[src/rtl/didactic_obi2apb_bridge_if.sv]
// Bus bundles for the OBI-to-APB bridge: OBI side (bridge is slave) and APB side (bridge is master).
// Signal names keep the bridge-centric _i/_o suffixes of the original port list.
interface didactic_obi2apb_bridge_obi_if #(
    parameter int unsigned ObiAw  = 32,
    parameter int unsigned ObiDw  = 32,
    parameter int unsigned ObiIdw = 1
);
    logic                  obi_req_i;
    logic                  obi_gnt_o;
    logic [ObiAw-1:0]      obi_addr_i;
    logic                  obi_we_i;
    logic [ObiDw/8-1:0]    obi_be_i;
    logic [ObiDw-1:0]      obi_wdata_i;
    logic [ObiIdw-1:0]     obi_aid_i;
    logic                  obi_rvalid_o;
    logic                  obi_rready_i;
    logic [ObiDw-1:0]      obi_rdata_o;
    logic [ObiIdw-1:0]     obi_rid_o;
    logic                  obi_err_o;

    modport slave (
        input  obi_req_i, obi_addr_i, obi_we_i, obi_be_i, obi_wdata_i, obi_aid_i, obi_rready_i,
        output obi_gnt_o, obi_rvalid_o, obi_rdata_o, obi_rid_o, obi_err_o
    );

    modport master (
        output obi_req_i, obi_addr_i, obi_we_i, obi_be_i, obi_wdata_i, obi_aid_i, obi_rready_i,
        input  obi_gnt_o, obi_rvalid_o, obi_rdata_o, obi_rid_o, obi_err_o
    );
endinterface

interface didactic_obi2apb_bridge_apb_if #(
    parameter int unsigned ApbAw = 12,
    parameter int unsigned ObiDw = 32
);
    logic [ApbAw-1:0]      paddr_o;
    logic                  psel_o;
    logic                  penable_o;
    logic                  pwrite_o;
    logic [ObiDw-1:0]      pwdata_o;
    logic [ObiDw/8-1:0]    pstrb_o;
    logic [ObiDw-1:0]      prdata_i;
    logic                  pready_i;
    logic                  pslverr_i;

    modport master (
        output paddr_o, psel_o, penable_o, pwrite_o, pwdata_o, pstrb_o,
        input  prdata_i, pready_i, pslverr_i
    );

    modport slave (
        input  paddr_o, psel_o, penable_o, pwrite_o, pwdata_o, pstrb_o,
        output prdata_i, pready_i, pslverr_i
    );
endinterface

[src/rtl/didactic_obi2apb_bridge.sv]
// Single-outstanding OBI-to-APB bridge with address-window check and ACCESS timeout.
// All OBI response outputs are registered; APB outputs are decoded from state and captured request.
module didactic_obi2apb_bridge #(
    parameter int unsigned      ObiAw         = 32,
    parameter int unsigned      ObiDw         = 32,
    parameter int unsigned      ObiIdw        = 1,
    parameter int unsigned      ApbAw         = 12,
    parameter logic [ObiAw-1:0] BaseAddr      = 32'h0101_0000,
    parameter int unsigned      TimeoutCycles = 255
) (
    input logic                          clk_i,
    input logic                          rst_i,
    didactic_obi2apb_bridge_obi_if.slave obi,
    didactic_obi2apb_bridge_apb_if.master apb
);

    localparam logic [1:0] IDLE   = 2'd0;
    localparam logic [1:0] SETUP  = 2'd1;
    localparam logic [1:0] ACCESS = 2'd2;
    localparam logic [1:0] RESP   = 2'd3;

    localparam bit         TimeoutEn = (TimeoutCycles != 0);
    localparam logic [7:0] TermCnt   = 8'(TimeoutCycles - 1);

    logic [1:0]         r_state;
    logic [ApbAw-1:0]   r_addr;
    logic               r_we;
    logic [ObiDw/8-1:0] r_be;
    logic [ObiDw-1:0]   r_wdata;
    logic [ObiIdw-1:0]  r_rid;
    logic [ObiDw-1:0]   r_rdata;
    logic               r_err;
    logic [7:0]         r_cnt;

    logic w_in_window;
    logic w_psel;

    assign w_in_window = (obi.obi_addr_i[ObiAw-1:ApbAw] == BaseAddr[ObiAw-1:ApbAw]);
    assign w_psel      = (r_state == SETUP) || (r_state == ACCESS);

    // Grant is masked during reset so the reset value of gnt is 0 regardless of req.
    assign obi.obi_gnt_o    = obi.obi_req_i && (r_state == IDLE) && !rst_i;
    assign obi.obi_rvalid_o = (r_state == RESP);
    assign obi.obi_rdata_o  = r_rdata;
    assign obi.obi_rid_o    = r_rid;
    assign obi.obi_err_o    = r_err;

    assign apb.psel_o    = w_psel;
    assign apb.penable_o = (r_state == ACCESS);
    assign apb.paddr_o   = w_psel ? {r_addr[ApbAw-1:2], 2'b00} : '0;
    assign apb.pwrite_o  = w_psel && r_we;
    assign apb.pwdata_o  = w_psel ? r_wdata : '0;
    assign apb.pstrb_o   = (w_psel && r_we) ? r_be : '0;

    always_ff @(posedge clk_i) begin
        if (rst_i) begin
            r_state <= IDLE;
            r_addr  <= '0;
            r_we    <= 1'b0;
            r_be    <= '0;
            r_wdata <= '0;
            r_rid   <= '0;
            r_rdata <= '0;
            r_err   <= 1'b0;
            r_cnt   <= '0;
        end else begin
            case (r_state)
                IDLE: begin
                    if (obi.obi_req_i) begin
                        r_addr  <= obi.obi_addr_i[ApbAw-1:0];
                        r_we    <= obi.obi_we_i;
                        r_be    <= obi.obi_be_i;
                        r_wdata <= obi.obi_wdata_i;
                        r_rid   <= obi.obi_aid_i;
                        r_cnt   <= '0;
                        if (w_in_window) begin
                            r_state <= SETUP;
                        end else begin
                            r_rdata <= '0;
                            r_err   <= 1'b1;
                            r_state <= RESP;
                        end
                    end
                end
                SETUP: begin
                    r_state <= ACCESS;
                end
                ACCESS: begin
                    r_cnt <= r_cnt + 8'd1;
                    // A completing slave takes priority over a timeout in the same cycle.
                    if (apb.pready_i) begin
                        r_rdata <= r_we ? '0 : apb.prdata_i;
                        r_err   <= apb.pslverr_i;
                        r_state <= RESP;
                    end else if (TimeoutEn && (r_cnt == TermCnt)) begin
                        r_rdata <= '0;
                        r_err   <= 1'b1;
                        r_state <= RESP;
                    end
                end
                RESP: begin
                    if (obi.obi_rready_i) begin
                        r_state <= IDLE;
                    end
                end
                default: r_state <= IDLE;
            endcase
        end
    end

endmodule

[src/flat_wrapper.sv]
// flat-port wrapper written by rule: the top's interface ports become plain ports
module didactic_obi2apb_bridge_flat 
#(
    parameter int unsigned      ObiAw         = 32,
    parameter int unsigned      ObiDw         = 32,
    parameter int unsigned      ObiIdw        = 1,
    parameter int unsigned      ApbAw         = 12,
    parameter logic [ObiAw-1:0] BaseAddr      = 32'h0101_0000,
    parameter int unsigned      TimeoutCycles = 255
)
  (clk_i, rst_i, obi_obi_req_i, obi_obi_addr_i, obi_obi_we_i, obi_obi_be_i, obi_obi_wdata_i, obi_obi_aid_i, obi_obi_rready_i, obi_obi_gnt_o, obi_obi_rvalid_o, obi_obi_rdata_o, obi_obi_rid_o, obi_obi_err_o, apb_paddr_o, apb_psel_o, apb_penable_o, apb_pwrite_o, apb_pwdata_o, apb_pstrb_o, apb_prdata_i, apb_pready_i, apb_pslverr_i);
  didactic_obi2apb_bridge_obi_if #(.ObiAw(ObiAw), .ObiDw(ObiDw), .ObiIdw(ObiIdw)) obi_i ();
  didactic_obi2apb_bridge_apb_if #(.ApbAw(ApbAw), .ObiDw(ObiDw)) apb_i ();
  input logic clk_i;
  input logic rst_i;
  input wire logic [$bits(obi_i.obi_req_i)-1:0] obi_obi_req_i;
  input wire logic [$bits(obi_i.obi_addr_i)-1:0] obi_obi_addr_i;
  input wire logic [$bits(obi_i.obi_we_i)-1:0] obi_obi_we_i;
  input wire logic [$bits(obi_i.obi_be_i)-1:0] obi_obi_be_i;
  input wire logic [$bits(obi_i.obi_wdata_i)-1:0] obi_obi_wdata_i;
  input wire logic [$bits(obi_i.obi_aid_i)-1:0] obi_obi_aid_i;
  input wire logic [$bits(obi_i.obi_rready_i)-1:0] obi_obi_rready_i;
  output wire logic [$bits(obi_i.obi_gnt_o)-1:0] obi_obi_gnt_o;
  output wire logic [$bits(obi_i.obi_rvalid_o)-1:0] obi_obi_rvalid_o;
  output wire logic [$bits(obi_i.obi_rdata_o)-1:0] obi_obi_rdata_o;
  output wire logic [$bits(obi_i.obi_rid_o)-1:0] obi_obi_rid_o;
  output wire logic [$bits(obi_i.obi_err_o)-1:0] obi_obi_err_o;
  output wire logic [$bits(apb_i.paddr_o)-1:0] apb_paddr_o;
  output wire logic [$bits(apb_i.psel_o)-1:0] apb_psel_o;
  output wire logic [$bits(apb_i.penable_o)-1:0] apb_penable_o;
  output wire logic [$bits(apb_i.pwrite_o)-1:0] apb_pwrite_o;
  output wire logic [$bits(apb_i.pwdata_o)-1:0] apb_pwdata_o;
  output wire logic [$bits(apb_i.pstrb_o)-1:0] apb_pstrb_o;
  input wire logic [$bits(apb_i.prdata_i)-1:0] apb_prdata_i;
  input wire logic [$bits(apb_i.pready_i)-1:0] apb_pready_i;
  input wire logic [$bits(apb_i.pslverr_i)-1:0] apb_pslverr_i;
  assign obi_i.obi_req_i = obi_obi_req_i;
  assign obi_i.obi_addr_i = obi_obi_addr_i;
  assign obi_i.obi_we_i = obi_obi_we_i;
  assign obi_i.obi_be_i = obi_obi_be_i;
  assign obi_i.obi_wdata_i = obi_obi_wdata_i;
  assign obi_i.obi_aid_i = obi_obi_aid_i;
  assign obi_i.obi_rready_i = obi_obi_rready_i;
  assign obi_obi_gnt_o = obi_i.obi_gnt_o;
  assign obi_obi_rvalid_o = obi_i.obi_rvalid_o;
  assign obi_obi_rdata_o = obi_i.obi_rdata_o;
  assign obi_obi_rid_o = obi_i.obi_rid_o;
  assign obi_obi_err_o = obi_i.obi_err_o;
  assign apb_paddr_o = apb_i.paddr_o;
  assign apb_psel_o = apb_i.psel_o;
  assign apb_penable_o = apb_i.penable_o;
  assign apb_pwrite_o = apb_i.pwrite_o;
  assign apb_pwdata_o = apb_i.pwdata_o;
  assign apb_pstrb_o = apb_i.pstrb_o;
  assign apb_i.prdata_i = apb_prdata_i;
  assign apb_i.pready_i = apb_pready_i;
  assign apb_i.pslverr_i = apb_pslverr_i;
  didactic_obi2apb_bridge #(.ObiAw(ObiAw), .ObiDw(ObiDw), .ObiIdw(ObiIdw), .ApbAw(ApbAw), .BaseAddr(BaseAddr), .TimeoutCycles(TimeoutCycles)) u_core (.clk_i(clk_i), .rst_i(rst_i), .obi(obi_i), .apb(apb_i));
endmodule
[config.mk]
export PLATFORM = sky130hd
export DESIGN_NAME = didactic_obi2apb_bridge_flat
export DESIGN_NICKNAME = d
export VERILOG_FILES = /design/src/rtl/didactic_obi2apb_bridge_if.sv /design/src/rtl/didactic_obi2apb_bridge.sv /design/src/flat_wrapper.sv
export SDC_FILE = /design/constraint.sdc
export NUM_CORES = 1
export LEC_CHECK = 0
export CORE_MARGIN = 10
export CORE_UTILIZATION = 45
export CTS_CLUSTER_SIZE = 30
export DETAILED_ROUTE_END_ITERATION = 10
export PLACE_DENSITY = 0.87
export SETUP_SLACK_MARGIN = 0.2
export SLEW_MARGIN = 25
export SYNTH_ARGS = -nofsm -noshare
export SYNTH_HDL_FRONTEND = slang
export SYNTH_SLANG_ARGS = --single-unit
export TNS_END_PERCENT = 20
[constraint.sdc]
create_clock -name clk_i -period 3 [get_ports clk_i]
set_input_delay 0.6 -clock clk_i [delete_from_list [all_inputs] [get_ports clk_i]]
set_output_delay 0.6 -clock clk_i [all_outputs]
set_load 0.05 [all_outputs]
==> results.toml, run 1 <==
[worst_setup_path]
crit_path_max_fanout = 9
worstSetupStartpointType = "flip-flop"
cp.required_ns = 2.40
worstPathArrival_ns = 2.02
r2r_setup_slack_ns = 1.07
path_class = "flip-flop to output pin"
critPathCaptureType = "output pin"

[timing]
setup-violations-final = 0
fin_crit_ns = 2.62
clock.fmax_mhz = 382
fin_ws_ns = 0.383
rsz0062_at_grt = "false"
tightestPinTransition_ns = 0.539
fin_tns_setup_ns = 0
max_slew_margin_pct = 63.1
fin_skew_ns = 0.00969
post-route-period-util_pct = 87.2
finalHoldViolations = 0
slew_violations = 0

[cts]
clk_pin_slew_worst_paths_ns = 0.08
cts_max_level = 3
post_cts_resized = 0
tritoncts = "yes"
clock_sinks = 91
cts_hold_buf = 0
cts_setup_buffers = 0
root_buffer = "clkbuf_8"
clk_latency_ns = 0.34
clockBufferDepth = 2
numCtsBuffers = 9

[power]
power_leakage_uw = 0.00265
finalPower_uw = 4670
ir_drop_uv = 363
p_per_area_nw_per_um2 = 689

[synth]
synthSimpleGateAreaFrac_pct = 31.3
ys_warn_count = 0
yosysTopAreaCell = "dfxtp_1"
yosys.area_share.adder_pct = 1.81
ys_top_cells_by_count = "nand2_1, dfxtp_1, a21oi_1"
synth_area_leaders = "dfxtp_1, nand2_1, mux2i_1, and2_1, a21oi_1"
syn_inst = 482
seq_area_frac_synth_pct = 43.9
synth-xor-area-share_pct = 1.06
syn_avg_cell_area_um2 = 8.61
synth_top_area_share_pct = 43.9
synth_flop_cell = "dfxtp_1"
synth-compound-area-share_pct = 8.38
syn_area_um2 = 4150
synth-edff-count = 0
ys_ff_latch = 91
synthDistinctLibCells = 44
yosys-mux-area-fraction_pct = 8.23
synth.most_common_cell = "nand2_1"
ys_async_sr_fraction_pct = 0
synth_top_family_by_area = "simple AND/OR/NAND/NOR gates"

[detailed_routing]
drtPass1Iterations = 4
drt_iter0_drc = 287
highest_layer = "met4"
detail_route.wl_per_cell_um = 17.3
via_per_inst = 5.04
wl_met3_um = 1400
route.met2.wl_um = 6260
vias = 3889
route.detailed.drc = 0
drt-met1-wl_um = 5420
routed_wl_um = 13300
ant_nets = 0

[floorplan]
die-area_um2 = 13500
die_h_um = 116
die_w_um = 116
rows = 34
start_util_pct = 46.9
io_pins = 195
core_um2 = 8850

[finish]
drive_gt1_share_pct = 15.8
area_delta_synth_final_pct = 63.3
fillers = 617
final_util_pct = 76.6
instances_no_fill = 771
nNetsFinal = 772
insertedDiodeCount = 0

[global_route]
antenna_found_initial = 0
grt_pass1_wl_um = 21000
grt_pass1_vias = 4109
grt_usage_pct = 19.4
grt_remaining_overflow = 0
grt_max_degree = 50

[flow_run]
maxCapViolations = 0

[place]
dp_slack_ns = 0.556
dp_cells = 755
routabilityCongestion = 0.743
portBuffers = 190
dpl.hpwl_um = 10400

[worst_hold_path]
worstHoldPathType = "flip-flop to flip-flop"

[status]
status = "finished clean"
[critical path: stages (launching register included)]
cell and delay, ns:
dfxtp_1 0.33, inv_1 0.13, ha_1 0.35, clkdlybuf4s50_1 0.87
[registers in the layout, indices dropped and copies added, names as in the netlist]
signal,flops
u_core.r_state,2
u_core.r_cnt,8
u_core.r_addr,10
u_core.r_we,1
u_core.obi.obi_rdata_o,32
u_core.r_be,4
u_core.r_wdata,32
u_core.obi.obi_err_o,1
u_core.obi.obi_rid_o,1
[where the power goes]
part	total, uW	internal, uW	switching, uW
Combinational	2290	941	1350
Sequential	1440	1360	77.4
Clock	934	515	420
Total	4670	2820	1850
[layer usage]
metal,vias up,GRT usage [%]
met3,18,8.17
met1,1809,21.3
met4,0,6.01
li1,1907,-
met5,-,0
met2,155,33.4
[metrics by stage]
stage               area, um^2  hold slack (ns)
detailed placement        6550            0.442
CTS                       6780            0.455
global route              6780            0.472
global placement          6550            0.437
finish                    6780            0.454
floorplan                 4150            0.432
[layout make-up]
class | count | area (um^2) | share of cell area (%)
multi-input cells | 353 | 2120 | 31.3
flip-flops and latches | 91 | 1820 | 26.9
well taps | 108 | 135 | 1.99
clock inverters | 4 | 72.6 | 1.07
inverters | 6 | 22.5 | 0.332
repair buffers | 197 | 2450 | 36.2
clock buffers | 12 | 155 | 2.29
[layout by cell type (no fill, tap or decap), types with 2 or more instances in the layout]
cell	netlist	layout
nand4_1	3	3
xor2_1	3	3
nor2_1	7	7
and2_1	44	43
nand2b_1	12	12
inv_1	6	6
nand3_2	2	2
bufinv_16	0	2
dfxtp_1	91	91
buf_4	5	6
clkbuf_8	0	11
nor4_4	2	2
nor3_1	4	3
nand2_1	134	134
and3_1	5	5
mux2i_1	33	33
conb_1	1	2
ha_1	6	6
clkdlybuf4s50_1	0	140
nand3_1	4	4
buf_12	3	50
or2b_2	21	21
xnor2_1	2	2
a21oi_1	50	50
[kinds of logic (layout without fill, tap and decap cells)]
kind of cell	Yosys count	in the layout
AND/OR/NAND/NOR	245	245
flip-flops	91	91
AO/OA/AOI/OAI	61	61
buffers and inverters	39	219
multiplexers	34	34
adder cells (fa/ha/maj)	6	6
XOR/XNOR	5	5
other	1	2
[path summary, 6_finish.rpt]
path | start | end | cells after the start
setup / recovery | u_core.r_state[0]$_SDFFE_PP0P_ | apb_penable_o | 3
hold / removal | u_core.r_wdata[11]$_SDFFE_PP0P_ | u_core.r_wdata[11]$_SDFFE_PP0P_ | 2
hold reg to reg | u_core.r_wdata[11]$_SDFFE_PP0P_ | u_core.r_wdata[11]$_SDFFE_PP0P_ | 2
setup reg to reg | u_core.r_state[0]$_SDFFE_PP0P_ | u_core.obi.obi_rdata_o[14]$_SDFFE_PP0P_ | 6
No activity file was read; power rests on OpenSTA's default activity.
==> inputs of run 2 (changes only) <==
--- a/config.mk
+++ b/config.mk
@@ -5,6 +5,7 @@
 export SDC_FILE = /design/constraint.sdc
 export NUM_CORES = 1
 export LEC_CHECK = 0
+export CORE_ASPECT_RATIO = 1.25
 export CORE_MARGIN = 10
 export CORE_UTILIZATION = 45
 export CTS_CLUSTER_SIZE = 30
==> run 2 against run 1 <==
Hold slack worse by 0.0040 ns. Global-route usage is 0.78 points higher. Clock-buffer cell count is 3 lower. Via count is 1.9% higher. Final cell count is 1.8% higher. Die area is 0.18% higher. Core utilization is 0.85 points lower. Final area is 1.4% higher. First-iteration DRC count is 48% lower. Critical path type unchanged. Critical endpoint unchanged. Largest cell class unchanged. Largest power group unchanged.
==> results.toml, run 2 (same netlist as run 1, synthesis figures left out) <==
[finish]
fillers = 597
final_util_pct = 75.8
design_area_um2 = 6880
area_delta_synth_final_pct = 65.7
final_common_cell = "clkdlybuf4s50_1"
nNetsFinal = 771
insertedDiodeCount = 0
final_cell_mix = "clkdlybuf4s50_1, nand2_1, dfxtp_1"
drive_gt1_share_pct = 15.7

[worst_setup_path]
path_class = "flip-flop to output pin"
critPathCaptureType = "output pin"
crit_path_max_fanout = 9
cp.required_ns = 2.40
worstPathArrival_ns = 2.03
worstSetupStartpointType = "flip-flop"

[timing]
setup-violations-final = 0
finalHoldViolations = 0
slew_violations = 0
post-route-period-util_pct = 87.6
fin_crit_ns = 2.63
max_slew_margin_pct = 45.8
tightestPinTransition_ns = 0.814
fin_skew_ns = 0.00776
fin_tns_setup_ns = 0
clock.fmax_mhz = 381
fin_hold_ws_ns = 0.450
rsz0062_at_grt = "false"

[detailed_routing]
vias = 3961
detail_route.wl_per_cell_um = 17.8
ant_nets = 0
routed_wl_um = 13900
drt_iter0_drc = 149
via_per_inst = 5.05
drtPass1Iterations = 4
route.detailed.drc = 0

[cts]
root_buffer = "clkbuf_16"
clock_sinks = 91
clockBufferDepth = 2
clk_latency_ns = 0.34
cts_max_level = 3
numCtsBuffers = 9
cts_hold_buf = 0
clk_pin_slew_worst_paths_ns = 0.07
tritoncts = "yes"
post_cts_resized = 0
cts_setup_buffers = 0

[floorplan]
die_h_um = 127
die_w_um = 106
start_util_pct = 45.7
die-area_um2 = 13500
io_pins = 195
core_um2 = 9080
rows = 39

[global_route]
grt_usage_pct = 20.2
grt_max_degree = 83
grt_remaining_overflow = 0
antenna_found_initial = 3
grt_util_met1_pct = 22.3
grtUsageMet3_pct = 9.91
met2_usage_pct = 33.2
grt.busiest_layer = "met2"
grt_pass1_wl_um = 21900
grt_pass1_vias = 4161

[power]
p_per_area_nw_per_um2 = 715
power_leakage_uw = 0.00269
ir_drop_uv = 677

[worst_hold_path]
worstHoldPathType = "flip-flop to flip-flop"

[place]
dpl.hpwl_um = 10700
postPlaceCellArea_um2 = 6570
portBuffers = 190
routabilityCongestion = 0.819

[flow_run]
maxCapViolations = 0

[status]
status = "finished clean"
[run 2: changes by cell type in the layout (fill, tap and decap cells not counted), moves of 2 or more]
| cell | delta |
|---|---|
| buf_4 | -2 |
| clkbuf_16 | +9 |
| clkbuf_8 | -11 |
| clkinv_4 | +3 |
[run 2: worst max-delay path, cell delays in order (launching register included)]
cell             delay (ns)
dfxtp_1                0.32
inv_1                  0.12
ha_1                   0.36
clkdlybuf4s50_1        0.88
[run 2: worst paths after layout]
path                            cells after the start                                       to  slack [ns]                      startpoint
worst max-delay path                                3                            apb_penable_o        0.37  u_core.r_state[0]$_SDFFE_PP0P_
worst min-delay path                                2           u_core.r_wdata[5]$_SDFFE_PP0P_        0.45  u_core.r_wdata[5]$_SDFFE_PP0P_
worst max register to register                      6  u_core.obi.obi_rdata_o[11]$_SDFFE_PP0P_        1.08  u_core.r_state[0]$_SDFFE_PP0P_
worst min register to register                      2           u_core.r_wdata[5]$_SDFFE_PP0P_        0.45  u_core.r_wdata[5]$_SDFFE_PP0P_
[run 2: cell type report]
cell class | count | area (um^2) | area share, %
clock inverters | 7 | 77.6 | 1.13
repair buffers | 196 | 2460 | 35.7
well taps | 123 | 154 | 2.24
clock buffers | 9 | 225 | 3.28
multi-input cells | 353 | 2120 | 30.8
inverters | 6 | 22.5 | 0.328
flip-flops and latches | 91 | 1820 | 26.5
[run 2: routing by layer]
metal / wire [um] / part of all wire (%)
met4: 206 / 1.5
met1: 5440 / 39
met3: 1590 / 11
met5: 27 / 0.19
met2: 6670 / 48
[run 2: where the power goes]
group	switching (uW)	internal, uW	total [uW]	leakage (uW)
Sequential	79.2	1360	1440	0.000740
Clock	484	651	1130	0.000146
Combinational	1370	976	2340	0.00180
[run 2: through the flow]
step                setup WS [ns]  total power [uW]  std cells
finish                      0.372              4920        785
global route                0.298              5160        785
detailed placement          0.543              3840        769
CTS                         0.348              4980        785
floorplan                   0.482              2910        483
global placement            0.578              3770        769
